### config.mk
export PLATFORM = sky130hd
export DESIGN_NAME = trig_link_serializer_flat
export DESIGN_NICKNAME = d
export VERILOG_FILES = /design/src/rtl/trig_link_pkg.sv /design/src/rtl/trig_link_serializer_if.sv /design/src/rtl/trig_link_serializer.sv /design/src/flat_wrapper.sv
export SDC_FILE = /design/constraint.sdc
export NUM_CORES = 1
export LEC_CHECK = 0
export BUFFER_PORTS_ARGS = -buffer_cell sky130_fd_sc_hd__buf_2
export CORE_ASPECT_RATIO = 1.1
export CORE_UTILIZATION = 55
export DETAILED_ROUTE_END_ITERATION = 12
export GPL_ROUTABILITY_DRIVEN = 0
export GPL_TIMING_DRIVEN = 1
export PLACE_DENSITY = 0.78
export REMOVE_ABC_BUFFERS = 1
export SLEW_MARGIN = 0
export SYNTH_ARGS = -nofsm -noshare
export SYNTH_HDL_FRONTEND = slang
export SYNTH_SLANG_ARGS = --single-unit
export TNS_END_PERCENT = 50
### constraint.sdc
create_clock -name ifclk -period 3 [get_ports ifclk]
set_input_delay 0.15 -clock ifclk [delete_from_list [all_inputs] [get_ports ifclk]]
set_output_delay 0.15 -clock ifclk [all_outputs]
set_load 0.01 [all_outputs]
### src/rtl/trig_link_pkg.sv
// Shared definitions for the trigger link serializer: default control
// characters, frame geometry, FSM states and a saturating counter helper.
package trig_link_pkg;

  localparam logic [7:0] SOF_CHAR_DEF  = 8'hFB;
  localparam logic [7:0] IDLE_CHAR_DEF = 8'hBC;
  localparam int         FRAME_LEN     = 6;
  localparam logic [1:0] HDR_VALID     = 2'b10;

  typedef enum logic [1:0] {
    IDLE = 2'd0,
    DATA = 2'd1,
    CHK  = 2'd2,
    GAP  = 2'd3
  } state_t;

  // Error/drop counters stick at all-ones so a flood of bad words stays visible.
  function automatic logic [7:0] satInc8(input logic [7:0] value);
    return (value == 8'hFF) ? value : value + 8'd1;
  endfunction

endpackage

### src/rtl/trig_link_serializer_if.sv
// AXI4-Stream style trigger word channel between the trigger FIFO and the serializer.
interface trig_link_serializer_if;

  logic [31:0] tdata;
  logic        tvalid;
  logic        tready;

  modport master (output tdata, output tvalid, input tready);
  modport slave  (input tdata, input tvalid, output tready);

endinterface

### src/rtl/trig_link_serializer.sv
// Turns accepted trigger words into SOF + 4 data bytes + XOR checksum frames
// on an 8b+K link, padding with idle commas and enforcing a minimum gap.
module trig_link_serializer
  import trig_link_pkg::*;
#(
  parameter logic [7:0] SOF_CHAR  = SOF_CHAR_DEF,
  parameter logic [7:0] IDLE_CHAR = IDLE_CHAR_DEF,
  parameter int         MIN_GAP   = 1
) (
  input  logic                   ifclk,
  input  logic                   rst_i,
  input  logic                   enable_i,
  trig_link_serializer_if.slave  s_trig,
  output logic [7:0]             link_o,
  output logic                   link_k_o,
  output logic [15:0]            frame_count_o,
  output logic [7:0]             hdr_err_count_o,
  output logic [7:0]             drop_count_o
);

  localparam logic [2:0] GAP_RELOAD = 3'(MIN_GAP - 1);

  state_t      r_state;
  logic [31:0] r_word;
  logic [1:0]  r_byteCnt;
  logic [2:0]  r_gapCnt;
  logic        r_ready;
  logic [7:0]  r_link;
  logic        r_linkK;
  logic [15:0] r_frameCount;
  logic [7:0]  r_hdrErrCount;
  logic [7:0]  r_dropCount;

  logic        w_accept;
  logic [7:0]  w_dataByte;
  logic [7:0]  w_checksum;

  assign w_accept   = s_trig.tvalid && r_ready;
  assign w_checksum = r_word[31:24] ^ r_word[23:16] ^ r_word[15:8] ^ r_word[7:0];

  // Most significant byte leaves the link first.
  always_comb begin
    w_dataByte = r_word[7:0];
    case (r_byteCnt)
      2'd3:    w_dataByte = r_word[31:24];
      2'd2:    w_dataByte = r_word[23:16];
      2'd1:    w_dataByte = r_word[15:8];
      default: w_dataByte = r_word[7:0];
    endcase
  end

  always_ff @(posedge ifclk or posedge rst_i) begin
    if (rst_i) begin
      r_state       <= IDLE;
      r_word        <= '0;
      r_byteCnt     <= '0;
      r_gapCnt      <= '0;
      r_ready       <= 1'b0;
      r_link        <= IDLE_CHAR;
      r_linkK       <= 1'b1;
      r_frameCount  <= '0;
      r_hdrErrCount <= '0;
      r_dropCount   <= '0;
    end else begin
      case (r_state)
        IDLE: begin
          r_link  <= IDLE_CHAR;
          r_linkK <= 1'b1;
          r_ready <= 1'b1;
          // Rejected words are still consumed so the upstream FIFO never stalls.
          if (w_accept) begin
            if (!enable_i) begin
              r_dropCount <= satInc8(r_dropCount);
            end else if (s_trig.tdata[31:30] == HDR_VALID) begin
              r_link    <= SOF_CHAR;
              r_word    <= s_trig.tdata;
              r_byteCnt <= 2'd3;
              r_ready   <= 1'b0;
              r_state   <= DATA;
            end else begin
              r_hdrErrCount <= satInc8(r_hdrErrCount);
            end
          end
        end
        DATA: begin
          r_link    <= w_dataByte;
          r_linkK   <= 1'b0;
          r_byteCnt <= r_byteCnt - 2'd1;
          if (r_byteCnt == 2'd0) begin
            r_state <= CHK;
          end
        end
        CHK: begin
          r_link       <= w_checksum;
          r_linkK      <= 1'b0;
          r_gapCnt     <= GAP_RELOAD;
          r_frameCount <= r_frameCount + 16'd1;
          r_state      <= GAP;
        end
        GAP: begin
          r_link  <= IDLE_CHAR;
          r_linkK <= 1'b1;
          if (r_gapCnt == 3'd0) begin
            r_ready <= 1'b1;
            r_state <= IDLE;
          end else begin
            r_gapCnt <= r_gapCnt - 3'd1;
          end
        end
        default: begin
          r_ready <= 1'b0;
          r_state <= IDLE;
        end
      endcase
    end
  end

  assign s_trig.tready   = r_ready;
  assign link_o          = r_link;
  assign link_k_o        = r_linkK;
  assign frame_count_o   = r_frameCount;
  assign hdr_err_count_o = r_hdrErrCount;
  assign drop_count_o    = r_dropCount;

endmodule

### src/flat_wrapper.sv
// flat-port wrapper written by rule: the top's interface ports become plain ports
module trig_link_serializer_flat import trig_link_pkg::*;
#(
  parameter logic [7:0] SOF_CHAR  = SOF_CHAR_DEF,
  parameter logic [7:0] IDLE_CHAR = IDLE_CHAR_DEF,
  parameter int         MIN_GAP   = 1
)
  (ifclk, rst_i, enable_i, link_o, link_k_o, frame_count_o, hdr_err_count_o, drop_count_o, s_trig_tdata, s_trig_tvalid, s_trig_tready);
  trig_link_serializer_if s_trig_i ();
  input  logic ifclk;
  input  logic rst_i;
  input  logic enable_i;
  output logic [7:0] link_o;
  output logic link_k_o;
  output logic [15:0] frame_count_o;
  output logic [7:0] hdr_err_count_o;
  output logic [7:0] drop_count_o;
  input wire logic [$bits(s_trig_i.tdata)-1:0] s_trig_tdata;
  input wire logic [$bits(s_trig_i.tvalid)-1:0] s_trig_tvalid;
  output wire logic [$bits(s_trig_i.tready)-1:0] s_trig_tready;
  assign s_trig_i.tdata = s_trig_tdata;
  assign s_trig_i.tvalid = s_trig_tvalid;
  assign s_trig_tready = s_trig_i.tready;
  trig_link_serializer #(.SOF_CHAR(SOF_CHAR), .IDLE_CHAR(IDLE_CHAR), .MIN_GAP(MIN_GAP)) u_core (.ifclk(ifclk), .rst_i(rst_i), .enable_i(enable_i), .s_trig(s_trig_i), .link_o(link_o), .link_k_o(link_k_o), .frame_count_o(frame_count_o), .hdr_err_count_o(hdr_err_count_o), .drop_count_o(drop_count_o));
endmodule
; ---- Word level (Yosys, flattened, before mapping)
; Cells that the tools add are included.
[op_classes]
n_bitwise = 7
eq_ne = 15
add_sub_neg = 5
mux = 23
n_reduce_logical = 16
[ops]
columns = cell, n
row1 = 8-bit case mux with 4 select lines, 1
row2 = 8-bit case mux with 3 select lines, 1
row3 = 8-bit XOR, 3
row4 = "16-bit by 1-bit adder with 16-bit output, second input constant", 1
row5 = "8-bit by 1-bit adder with 8-bit output, second input constant", 2
row6 = "8-bit equality test, second input constant", 2
row7 = 2-bit 2-to-1 mux, 8
row8 = 8-bit 2-to-1 mux, 2
row9 = 4-bit AND reduction, 3
row10 = "2-bit equality test, second input constant", 5
row11 = 5-bit AND reduction, 2
row12 = "2-bit by 1-bit inequality test with 1-bit output, second input constant", 4
row13 = 2-bit case mux with 4 select lines, 1
row14 = 7-bit 2-to-1 mux, 1
row15 = 3-bit case mux with 2 select lines, 1
row16 = 2-bit nonzero test, 3
row17 = "2-bit by 1-bit equality test with 1-bit output, second input constant", 2
row18 = 2-bit zero test, 2
row19 = 1-bit 2-to-1 mux, 4
row20 = "2-bit inequality test, second input constant", 2
row21 = 1-bit NOT, 4
row22 = 1-bit case mux with 2 select lines, 2
row23 = 2-bit case mux with 2 select lines, 1
row24 = 2-bit AND reduction, 2
row25 = other kinds (6), 7
[totals]
in_bits = 36
regBits = 81
word_cells = 76

; ---- Logic depth before layout (Yosys ltp)
; Gate-level depths: netlist (run 1).
[depth]
word_depth = 5
depth_mapped = 8

; ---- Least setup slack after synthesis (run 1)
; No wires, ideal clock.
[synth_path]
path_type = reg-to-reg
from = register u_core.r_state[0]
to = register u_core.r_frameCount[14] (netlist: u_core.frame_count_o[14])
setup_slack_ns = 1.350
setup_time_ns = 0.125
path_buffers = 1
required_time_ns = 2.875
arrival_ns = 1.525
stages_incl_launch_ff = 8
cell_sequence = dfrtp_1 inv_1 ha_1 buf_4 nand4_1 nor3_1 nand3_1 xnor2_1
[synth_between]
elab_chain_cells = 1
[synth_lines]
columns = item, line
row1 = "start, declared", trig_link_serializer.sv:23  ; state_t r_state;
row2 = "start signal, assigned", trig_link_serializer.sv:54  ; r_state <= IDLE;
row3 = "start signal, assigned", trig_link_serializer.sv:79  ; r_state <= DATA;
row4 = "start signal, assigned", trig_link_serializer.sv:90  ; r_state <= CHK;
row5 = 2-bit equality test, trig_link_serializer.sv:65  ; case (r_state)
row6 = "end signal, assigned", trig_link_serializer.sv:97  ; r_frameCount <= r_frameCount + 16'd1;
row7 = "end, declared", trig_link_serializer.sv:30  ; logic [15:0] r_frameCount;
; Every way passes these cells.
; A chain may end at the register's enable or synchronous reset.

; ---- Final worst setup path (run 1)
[layout_path]
from = register u_core.r_state[0]
to = register u_core.r_word[23]
[layout_between]
elab_chain_cells = 2
[layout_lines]
columns = item, line
row1 = 2-bit zero test, trig_link_serializer.sv:65
row2 = 4-bit AND reduction (no source line), --
row3 = "end signal, assigned", trig_link_serializer.sv:76  ; r_word <= s_trig.tdata;
row4 = "end, declared", trig_link_serializer.sv:24  ; logic [31:0] r_word;
; Every way passes these cells.

==> impl_metrics.toml, run 1 <==
[run_status]
status = "finished with violations"
violations = "DRC"

[synth]
synth-simple-area-share = 0.110
synth_top_family_by_area = "multiplexers"
synth.distinct_cells = 43
yosysWarnings = 0
synth_compound_area_frac = 0.0800
synth.area.mux_share = 0.128
yosys.area_share.xor_xnor = 0.101
syn_area_per_cell_sq_um = 11.7
netlist_area_sq_um = 4070
synthFlopType = "dfrtp_1"
synth_fa_ha_area_frac = 0.0431
ys_async_sr_fraction = 1.00
ys_ff_latch = 81
synth_edf_count = 0
netlist_instances = 347
yosysSeqAreaShare = 0.500

[flow_run]
max_cap_viol_count = 0

[routing]
drc = 9
antenna_left = 0
wl_microns = 8020
post_drt_wl_per_cell_microns = 15.5
drt_iter0_drc = 150
drtPass1Iterations = 9
dr_total_vias = 2867
routed_via_density = 5.56

[sta]
setup_viol_count_final = 0
fmax_mhz = 438
finalCritPeriodShare = 0.761
tightest_slew_ns = 0.794
relSlewSlack = 0.470
rsz0062_at_grt = "false"
hold_viol = 0
slew_violations = 0
finalClockSkew_ns = 0.00816
finalSetupTns_ns = 0
min_period_ns = 2.28

[power_and_ir_drop]
power_frac_comb = 0.401
swShare = 0.360
p_per_area_nw_per_um2 = 972
pwr-share-clk = 0.195
seq_power_share = 0.404
internal-power_uw = 2950
ir_drop_v = 0.000608
p_sw_uw = 1660
p_leak_uw = 0.00244

[clock_tree]
post_cts_buffers = 0
clkLatencyLatePin_ns = 0.34
h-tree-depth = 3
clk_pin_slew_worst_paths_ns = 0.08
hold_buffers = 1
cts_tree = "built"
cts_buffer_depth = 2
cts_num_sinks = 81
root_buffer = "clkbuf_8"
cts-buffers-inserted = 9
cts_resized = 0

[min_path]
min_path_type = "input port to flop"

[critical_path]
worstPathRequired_ns = 3.23
cpLargestDelayFamily = "simple AND/OR/NAND/NOR gates"
crit_type = "flop to flop"
start_kind = "flop"
critPathMaxStageDelay_ns = 0.67
critPathMaxFanout = 34
worst-path-buf-inv = 1
endpoint_kind = "flop"
critical_path.cell_chain = "inv_1, ha_1, nand4b_4, mux2_4"
cp.arrival_ns = 2.51
cpMaxStageDelayCell = "nand4b_4"

[floorplan]
die_area_sq_um = 7740
chipHeight_microns = 92.2
core-area_sq_um = 7090
start_util = 0.574
die_width_microns = 84.0
io_pins = 78
rows = 32

[final_layout]
nets = 476
area_growth_pct = 16.5
drive_above_1_share = 0.327
stdcell_count = 516
seq_area_sq_um = 2030
n_antenna_cell = 0
fillers = 527
multi_input_area_sq_um = 1880

[placed_design]
port-buffer-count = 77
dpl.hpwl_microns = 5680
dp_cells = 499

[grt]
gr-total-overflow = 0
grt_pass1_vias = 2888
track_usage = 0.223
grt_pass1_wl_microns = 13500
antenna_found_initial = 0
grt_max_degree = 35
[per-layer routing]
layer / GRT usage / share of wire / wire, microns
met1: 0.294 / 0.45 / 3580
met2: 0.370 / 0.50 / 3990
met3: 0.0342 / 0.040 / 324
met4: 0.0891 / 0.016 / 128
met5: 0 / 0 / 0
[cell usage in the layout, fill, tap and decap left out, types with 4 or more instances in the layout]
cell type and n:
a21oi_1 21, a221oi_1 4, a222oi_1 4, a22oi_1 4, and3_1 7, buf_2 77
clkbuf_8 11, dfrtp_1 75, dfstp_2 6, ha_1 14, inv_1 16, mux2_2 9
mux2_4 26, nand2_1 17, nand3_1 12, nand4_1 8, nor2_1 22, o21ai_0 12
xnor2_1 30, xor2_1 17
[logic make-up after synthesis]
family	after synthesis
flops	81
compound gates	52
xor+xnor	47
buf+inv	31
simple gates	84
mux	38
fa+ha+maj	14
[registers in the layout, indices dropped and copies added, names as in the netlist]
name,cells
u_core.hdr_err_count_o,8
u_core.r_gapCnt,3
u_core.r_word,32
u_core.frame_count_o,16
u_core.link_k_o,1
u_core.r_state,2
u_core.r_byteCnt,2
u_core.drop_count_o,8
u_core.link_o,8
u_core.s_trig.tready,1
[area by class of cell]
type,instances,share of cell area
repair buffers,81,0.0881
clock buffers,12,0.0327
inverters,18,0.0145
multi-input cells,235,0.397
flip-flops and latches,81,0.429
clock inverters,4,0.0158
well taps,85,0.0224
[through the flow]
stage               area [sq um]  hold slack [ns]  setup WS, ns  total power, uW   util
floorplan                   3990            0.299         0.780             3170      -
global placement            4500            0.116         0.834             3600  0.635
detailed placement          4500            0.118         0.726             3700  0.635
CTS                         4740           0.0218         0.717             4630  0.669
global route                4740           0.0171         0.583             4920  0.669
finish                      4740           0.0301         0.718             4610  0.669
[power groups by stage]
stage	combinational [uW]	clock (uW)	sequential [uW]
3_5_place_dp	1820	0	1880
3_3_place_gp	1750	0	1850
6_report	1850	900	1860
5_1_grt	2040	964	1910
4_1_cts	1860	914	1860
2_1_floorplan	1300	0	1860
[worst paths after layout]
check | startpoint | endpoint | slack (ns) | cells after the start
setup / recovery | u_core.r_state[0]$_DFFE_PP0P_ | u_core.r_word[23]$_DFFE_PP0P_ | 0.72 | 4
hold / removal | s_trig_tdata[0] | u_core.r_word[0]$_DFFE_PP0P_ | 0.03 | 2
setup reg to reg | u_core.r_state[0]$_DFFE_PP0P_ | u_core.r_word[23]$_DFFE_PP0P_ | 0.72 | 4
hold reg to reg | u_core.frame_count_o[15]$_DFFE_PP0P_ | u_core.frame_count_o[15]$_DFFE_PP0P_ | 0.46 | 1
max in group asynchronous | rst_i | u_core.link_o[5]$_DFF_PP1_ | 1.96 | 4
min in group asynchronous | rst_i | u_core.drop_count_o[5]$_DFFE_PP0P_ | 0.28 | 3
[cells in the mapped netlist, drive strengths merged (2+ instances only)]
library cell | instances | area [sq um]
a21oi | 21 | 105
a221oi | 4 | 35.0
a222oi | 4 | 40.0
a22oi | 4 | 30.0
and2 | 2 | 12.5
and3 | 7 | 43.8
and4 | 3 | 27.5
buf | 8 | 63.8
clkbuf | 5 | 18.8
dfrtp | 75 | 1880
dfstp | 6 | 158
ha | 14 | 175
inv | 17 | 63.8
mux2 | 35 | 492
mux2i | 3 | 30.0
nand2 | 17 | 63.8
nand2b | 3 | 18.8
nand3 | 12 | 60.1
nand4 | 8 | 50.1
nor2 | 22 | 82.6
nor3 | 2 | 10.0
nor3b | 2 | 20.0
o21ai | 12 | 60.1
o31ai | 2 | 15.0
xnor2 | 30 | 263
xor2 | 17 | 149
[worst register-to-register path: stages, from the launching register on]
cell      delay, ns
dfrtp_1        0.41
inv_1          0.13
ha_1           0.39
nand4b_4       0.67
mux2_4         0.57
(Power assumes the default switching activity.)
==> run 2, diff against run 1 <==
--- a/config.mk
+++ b/config.mk
@@ -5,6 +5,7 @@
 export SDC_FILE = /design/constraint.sdc
 export NUM_CORES = 1
 export LEC_CHECK = 0
+export ABC_AREA = 1
 export BUFFER_PORTS_ARGS = -buffer_cell sky130_fd_sc_hd__buf_2
 export CORE_ASPECT_RATIO = 1.1
 export CORE_UTILIZATION = 55
==> constraint.sdc (replaced) <==
create_clock -name ifclk -period 2.15 [get_ports ifclk]
set_input_delay 0.1075 -clock ifclk [delete_from_list [all_inputs] [get_ports ifclk]]
set_output_delay 0.1075 -clock ifclk [all_outputs]
set_load 0.01 [all_outputs]
==> run 2 against run 1 <==
Effect of this change: the run now ends clean; die area is 6.0% higher; cell area increased by 8.5%; flip-flop and latch count unchanged; first-iteration DRC count increased by 42%; clock skew grew 0.0051 ns; largest power group unchanged; largest cell class unchanged.
==> impl_metrics.toml, run 2 <==
[power_and_ir_drop]
p_per_area_nw_per_um2 = 1180
ir_drop_v = 0.000663
p_leak_uw = 0.00277

[sta]
finalCritPeriodShare = 0.861
tightest_slew_ns = 0.520
min_period_ns = 1.85
setup_viol_count_final = 0
finalClockSkew_ns = 0.0133
hold_viol = 0
hold_slack_ns = 0.00278
slew_violations = 0
fmax_mhz = 540
rsz0062_at_grt = "false"
finalSetupTns_ns = 0
relSlewSlack = 0.653

[final_layout]
drive_above_1_share = 0.192
final_cell_mix = "195 x nand2_1, 77 x buf_2, 75 x dfrtp_1"
top_register = "u_core.r_word"
utilization = 0.684
n_antenna_cell = 0
nets = 691
largest_reg_flops = 32
stdcell_count = 751
fin_area_sq_um = 5140
final_common_cell = "nand2_1"
area_growth_pct = 19.1

[critical_path]
critPathMaxFanout = 10
crit_type = "flop to flop"
endpoint_kind = "flop"
worstPathRequired_ns = 2.39
start_kind = "flop"
cp.arrival_ns = 2.09

[clock_tree]
h-tree-depth = 3
cts-buffers-inserted = 9
cts_buffer_depth = 2
root_buffer = "clkbuf_8"
cts_num_sinks = 81
post_cts_buffers = 0
clk_pin_slew_worst_paths_ns = 0.08
clkLatencyLatePin_ns = 0.35
cts_tree = "built"
cts_resized = 0

[grt]
grt_pass1_wl_microns = 15400
grt_max_degree = 54
grt_pass1_vias = 3646
track_usage = 0.244
gr-total-overflow = 0
antenna_found_initial = 0

[routing]
routed_via_density = 5.06
wl_microns = 9430
dr_total_vias = 3800
drc = 0
drtPass1Iterations = 5
drt_iter0_drc = 213
antenna_left = 0
post_drt_wl_per_cell_microns = 12.5

[floorplan]
start_util = 0.575
die_area_sq_um = 8210
core-area_sq_um = 7510
io_pins = 78
rows = 33
chipHeight_microns = 94.9
die_width_microns = 86.5

[synth]
synth_most_common_cell = "nand2_1"
synth_top_area_frac = 0.435
synthFlopType = "dfrtp_1"
yosysWarnings = 0
yosys.area.top_type = "dfrtp_1"
syn_area_per_cell_sq_um = 7.90
synth.area.top_cells = "dfrtp_1 43%, nand2_1 17%, inv_1 4.6%, nand3_1 4.3%, ha_1 4.1%"
synthTopCellsByCount = "195 x nand2_1, 75 x dfrtp_1, 53 x inv_1"
yosysSeqAreaShare = 0.471
ys_ff_latch = 81
synth_edf_count = 0
synth.distinct_cells = 34
netlist_area_sq_um = 4320
ys_async_sr_fraction = 1.00
netlist_instances = 547

[placed_design]
port-buffer-count = 77
dpl.hpwl_microns = 6720
postPlaceCellArea_sq_um = 4810
dp_cells = 720

[min_path]
min_path_type = "input port to flop"

[run_status]
status = "completed"

[flow_run]
max_cap_viol_count = 0
## run 2: changes by cell type in the layout (fill, tap and decap cells not counted), sizes merged, moves of 5 or more
| cell | delta |
|---|---|
| inv | +38 |
| nand3 | +25 |
| and3 | -7 |
| xnor2 | -14 |
| nand2 | +185 |
| dlygate4sd3 | +14 |
| clkinv | +6 |
| mux2 | -35 |
| nor2 | +13 |
| nor3 | +5 |
| o21ai | +14 |
| a21oi | +7 |
## run 2: layer usage
layer	global-route usage	routed length [microns]	vias to the layer above
li1	-	-	1910
met1	0.280	4070	1760
met2	0.435	4680	113
met3	0.0472	468	17
met4	0.121	212	0
met5	0	0	-
## run 2: cell type report
type,count,area (sq um)
multi-input combinational,395,1980
timing repair buffer,97,598
fill,632,2370
clock inverter,6,43.8
inverter,57,219
sequential,81,2030
clock buffer,10,138
tap,105,131
## run 2: report_power, final
group	total [uW]	leakage (uW)	internal (uW)	switching, uW
Sequential	2560	0.00100	2080	483
Combinational	2510	0.00167	980	1530
Clock	1020	0.0000922	453	564
## run 2: worst paths after layout
kind                                                    start                                    end  slack, ns  depth (start not counted)
worst max-delay path            u_core.r_state[0]$_DFFE_PP0P_   u_core.frame_count_o[13]$_DFFE_PP0P_       0.30                          9
worst min-delay path                          s_trig_tdata[9]           u_core.r_word[9]$_DFFE_PP0P_      0.003                          3
worst max register to register  u_core.r_state[0]$_DFFE_PP0P_   u_core.frame_count_o[13]$_DFFE_PP0P_       0.30                          9
worst min register to register  u_core.r_word[31]$_DFFE_PP0P_          u_core.r_word[31]$_DFFE_PP0P_       0.51                          2
max in group asynchronous                               rst_i             u_core.link_o[2]$_DFF_PP1_       1.14                          4
min in group asynchronous                               rst_i  u_core.hdr_err_count_o[3]$_DFFE_PP0P_       0.31                          3
## run 2: worst max-delay path, stage by stage (launching register included)
cell     delay [ns]
dfrtp_1        0.43
inv_1          0.12
ha_1           0.44
inv_4          0.15
nor2_2         0.16
nand2_1        0.10
nor2_2         0.15
nand2_1        0.07
nand2_1        0.07
nand2_1        0.06
## run 2: through the flow
stage / worst slack [ns] / total power [uW]
global placement: 0.427 / 4910
floorplan: -0.0277 / 4250
global route: 0.113 / 6560
finish: 0.298 / 6090
CTS: 0.314 / 6100
detailed placement: 0.333 / 5040
## run 2: what timing repair did
item | 4_1_cts | 5_1_grt
hold endpoints to repair | 41 | 0
setup endpoints to repair | 0 | 0
hold buffers | 15 | 0
## run 2: logic make-up (layout without fill, tap and decap cells)
logic type	count (synthesis)	after routing	share of synthesized area
AOI/OAI and AO/OA	61	61	0.0747
xor gates and xnor gates	31	31	0.0629
adders and majority gates	14	14	0.0406
buffers and inverters	71	170	0.0707
DFF	81	81	0.471
and+or+nand+nor	289	289	0.280
==> run 3, diff against run 2 <==
--- a/config.mk
+++ b/config.mk
@@ -7,12 +7,12 @@
 export LEC_CHECK = 0
 export ABC_AREA = 1
 export BUFFER_PORTS_ARGS = -buffer_cell sky130_fd_sc_hd__buf_2
-export CORE_ASPECT_RATIO = 1.1
-export CORE_UTILIZATION = 55
+export CORE_ASPECT_RATIO = 1.4
+export CORE_UTILIZATION = 50
 export DETAILED_ROUTE_END_ITERATION = 12
 export GPL_ROUTABILITY_DRIVEN = 0
 export GPL_TIMING_DRIVEN = 1
-export PLACE_DENSITY = 0.78
+export PLACE_DENSITY = 0.72
 export REMOVE_ABC_BUFFERS = 1
 export SLEW_MARGIN = 0
 export SYNTH_ARGS = -nofsm -noshare
==> run 3 against run 2 <==
Effect of this change: die area grew 9.8%; largest cell class unchanged; critical path type unchanged; sequential power about the same; largest power group unchanged; cell area up 2.7%; critical path depth shrank 3; register-to-register slack hardly changed; non-clock buffer count grew 2.
==> impl_metrics.toml, run 3 (synthesis results as in run 2) <==
[power_and_ir_drop]
total_power_uw = 6660
power_frac_comb = 0.377
internal-power_uw = 4030
p_leak_uw = 0.00283
pwr-share-clk = 0.238
swShare = 0.394
ir_drop_v = 0.000646
p_sw_uw = 2630
seq_power_share = 0.385
p_per_area_nw_per_um2 = 1260

[final_layout]
final_common_cell = "nand2_1"
top_register = "u_core.r_word"
utilization = 0.641
nets = 693
final_cell_mix = "195 x nand2_1, 77 x buf_2, 75 x dfrtp_1"
n_antenna_cell = 0
stdcell_count = 750
drive_above_1_share = 0.191
largest_reg_flops = 32
area_growth_pct = 22.3

[run_status]
status = "completed"

[routing]
antenna_left = 0
post_drt_wl_per_cell_microns = 12.9
drc = 0
drtPass1Iterations = 4
dr_total_vias = 3786
routed_via_density = 5.05
wl_microns = 9690
drt_iter0_drc = 164

[placed_design]
dpl.hpwl_microns = 6840
dp_cells = 717
port-buffer-count = 77

[clock_tree]
cts_resized = 0
h-tree-depth = 3
cts_num_sinks = 81
cts_tree = "built"
clk_pin_slew_worst_paths_ns = 0.07
cts-buffers-inserted = 9
clkLatencyLatePin_ns = 0.34
root_buffer = "clkbuf_16"
cts_buffer_depth = 2

[floorplan]
chipHeight_microns = 112
core-area_sq_um = 8250
die_width_microns = 80.6
die_area_sq_um = 9020
rows = 39
io_pins = 78
start_util = 0.524

[sta]
finalClockSkew_ns = 0.0119
hold_viol = 0
fmax_mhz = 536
tightest_slew_ns = 0.446
slew_violations = 0
hold_slack_ns = 0.00839
setup_viol_count_final = 0
min_period_ns = 1.86
relSlewSlack = 0.703
finalCritPeriodShare = 0.867
rsz0062_at_grt = "false"

[critical_path]
critPathMaxFanout = 10
worst-path-buf-inv = 2
endpoint_kind = "flop"
crit_type = "flop to flop"
critical_path.cell_chain = "inv_1, ha_1, inv_4, nor3_1, nand2_1, xnor2_1"
cp.arrival_ns = 2.09
cpMaxStageDelayCell = "ha_1"
critPathMaxStageDelay_ns = 0.45
worstPathRequired_ns = 2.37
cpLargestDelayFamily = "simple AND/OR/NAND/NOR gates"
start_kind = "flop"

[grt]
gr-total-overflow = 0
antenna_found_initial = 0
grt_max_degree = 67
grt_pass1_wl_microns = 16200
track_usage = 0.234
grt_pass1_vias = 3707

[min_path]
min_path_type = "input port to flop"

[flow_run]
max_cap_viol_count = 0
run 3: cell count changes in the layout (fill, tap and decap cells not counted), sizes merged:
| cell | before | now |
|---|---|---|
| dlygate4sd3 | 15 | 17 |
| bufinv | 0 | 1 |
| clkbuf | 10 | 11 |
| clkinv | 8 | 6 |
run 3: path summary, 6_finish.rpt:
kind | from | to | slack, ns | cells past startpoint
setup / recovery | u_core.r_state[0]$_DFFE_PP0P_ | u_core.frame_count_o[11]$_DFFE_PP0P_ | 0.29 | 6
hold / removal | s_trig_tdata[29] | u_core.r_word[29]$_DFFE_PP0P_ | 0.008 | 3
setup reg to reg | u_core.r_state[0]$_DFFE_PP0P_ | u_core.frame_count_o[11]$_DFFE_PP0P_ | 0.29 | 6
hold reg to reg | u_core.hdr_err_count_o[5]$_DFFE_PP0P_ | u_core.hdr_err_count_o[5]$_DFFE_PP0P_ | 0.51 | 2
max in group asynchronous | rst_i | u_core.link_o[4]$_DFF_PP1_ | 1.23 | 4
min in group asynchronous | rst_i | u_core.hdr_err_count_o[7]$_DFFE_PP0P_ | 0.25 | 3
run 3: through the flow:
| step | worst slack, ns | TNS, ns | instance area, sq um |
|---|---|---|---|
| 2_1_floorplan | -0.0277 | -2.07 | 4230 |
| 3_3_place_gp | 0.420 | 0 | 4800 |
| 3_5_place_dp | 0.306 | 0 | 4800 |
| 4_1_cts | 0.271 | 0 | 5280 |
| 5_1_grt | 0.0983 | 0 | 5280 |
| 6_report | 0.285 | 0 | 5280 |
run 3: final cells by class:
type / instances / area, sq um
Fill cell: 728 / 2960
Sequential cell: 81 / 2030
Multi-Input combinational cell: 395 / 1980
Timing Repair Buffer: 99 / 606
Clock buffer: 11 / 253
Inverter: 57 / 219
Tap cell: 102 / 128
Clock inverter: 5 / 63.8
run 3: worst min-delay path, delay by kind of cell:
family                 cells  cell delay (ns)
buffers and inverters      1             0.08
and+or+nand+nor            2             0.13
run 3: what timing repair did:
action                                  in CTS  in global routing
buffers inserted                             0                  0
hold buffers                                17                  0
endpoints found under the setup margin       0                  0
endpoints found under the hold margin       31                  0
run 3: power groups by stage:
stage	clock network [uW]	registers, uW	logic (uW)
detailed placement	0	2580	2490
global route	1680	2630	2860
finish	1590	2560	2510
CTS	1610	2550	2540
floorplan	0	2580	1670
global placement	0	2540	2400
run 3: metal layers:
metal / vias up / part of all wire / wire, microns / track usage
met5: - / 0 / 0 / 0
met4: 0 / 0.025 / 240 / 0.100
met3: 21 / 0.034 / 333 / 0.0451
met2: 80 / 0.52 / 5000 / 0.409
met1: 1769 / 0.42 / 4110 / 0.272
li1: 1916 / - / - / -
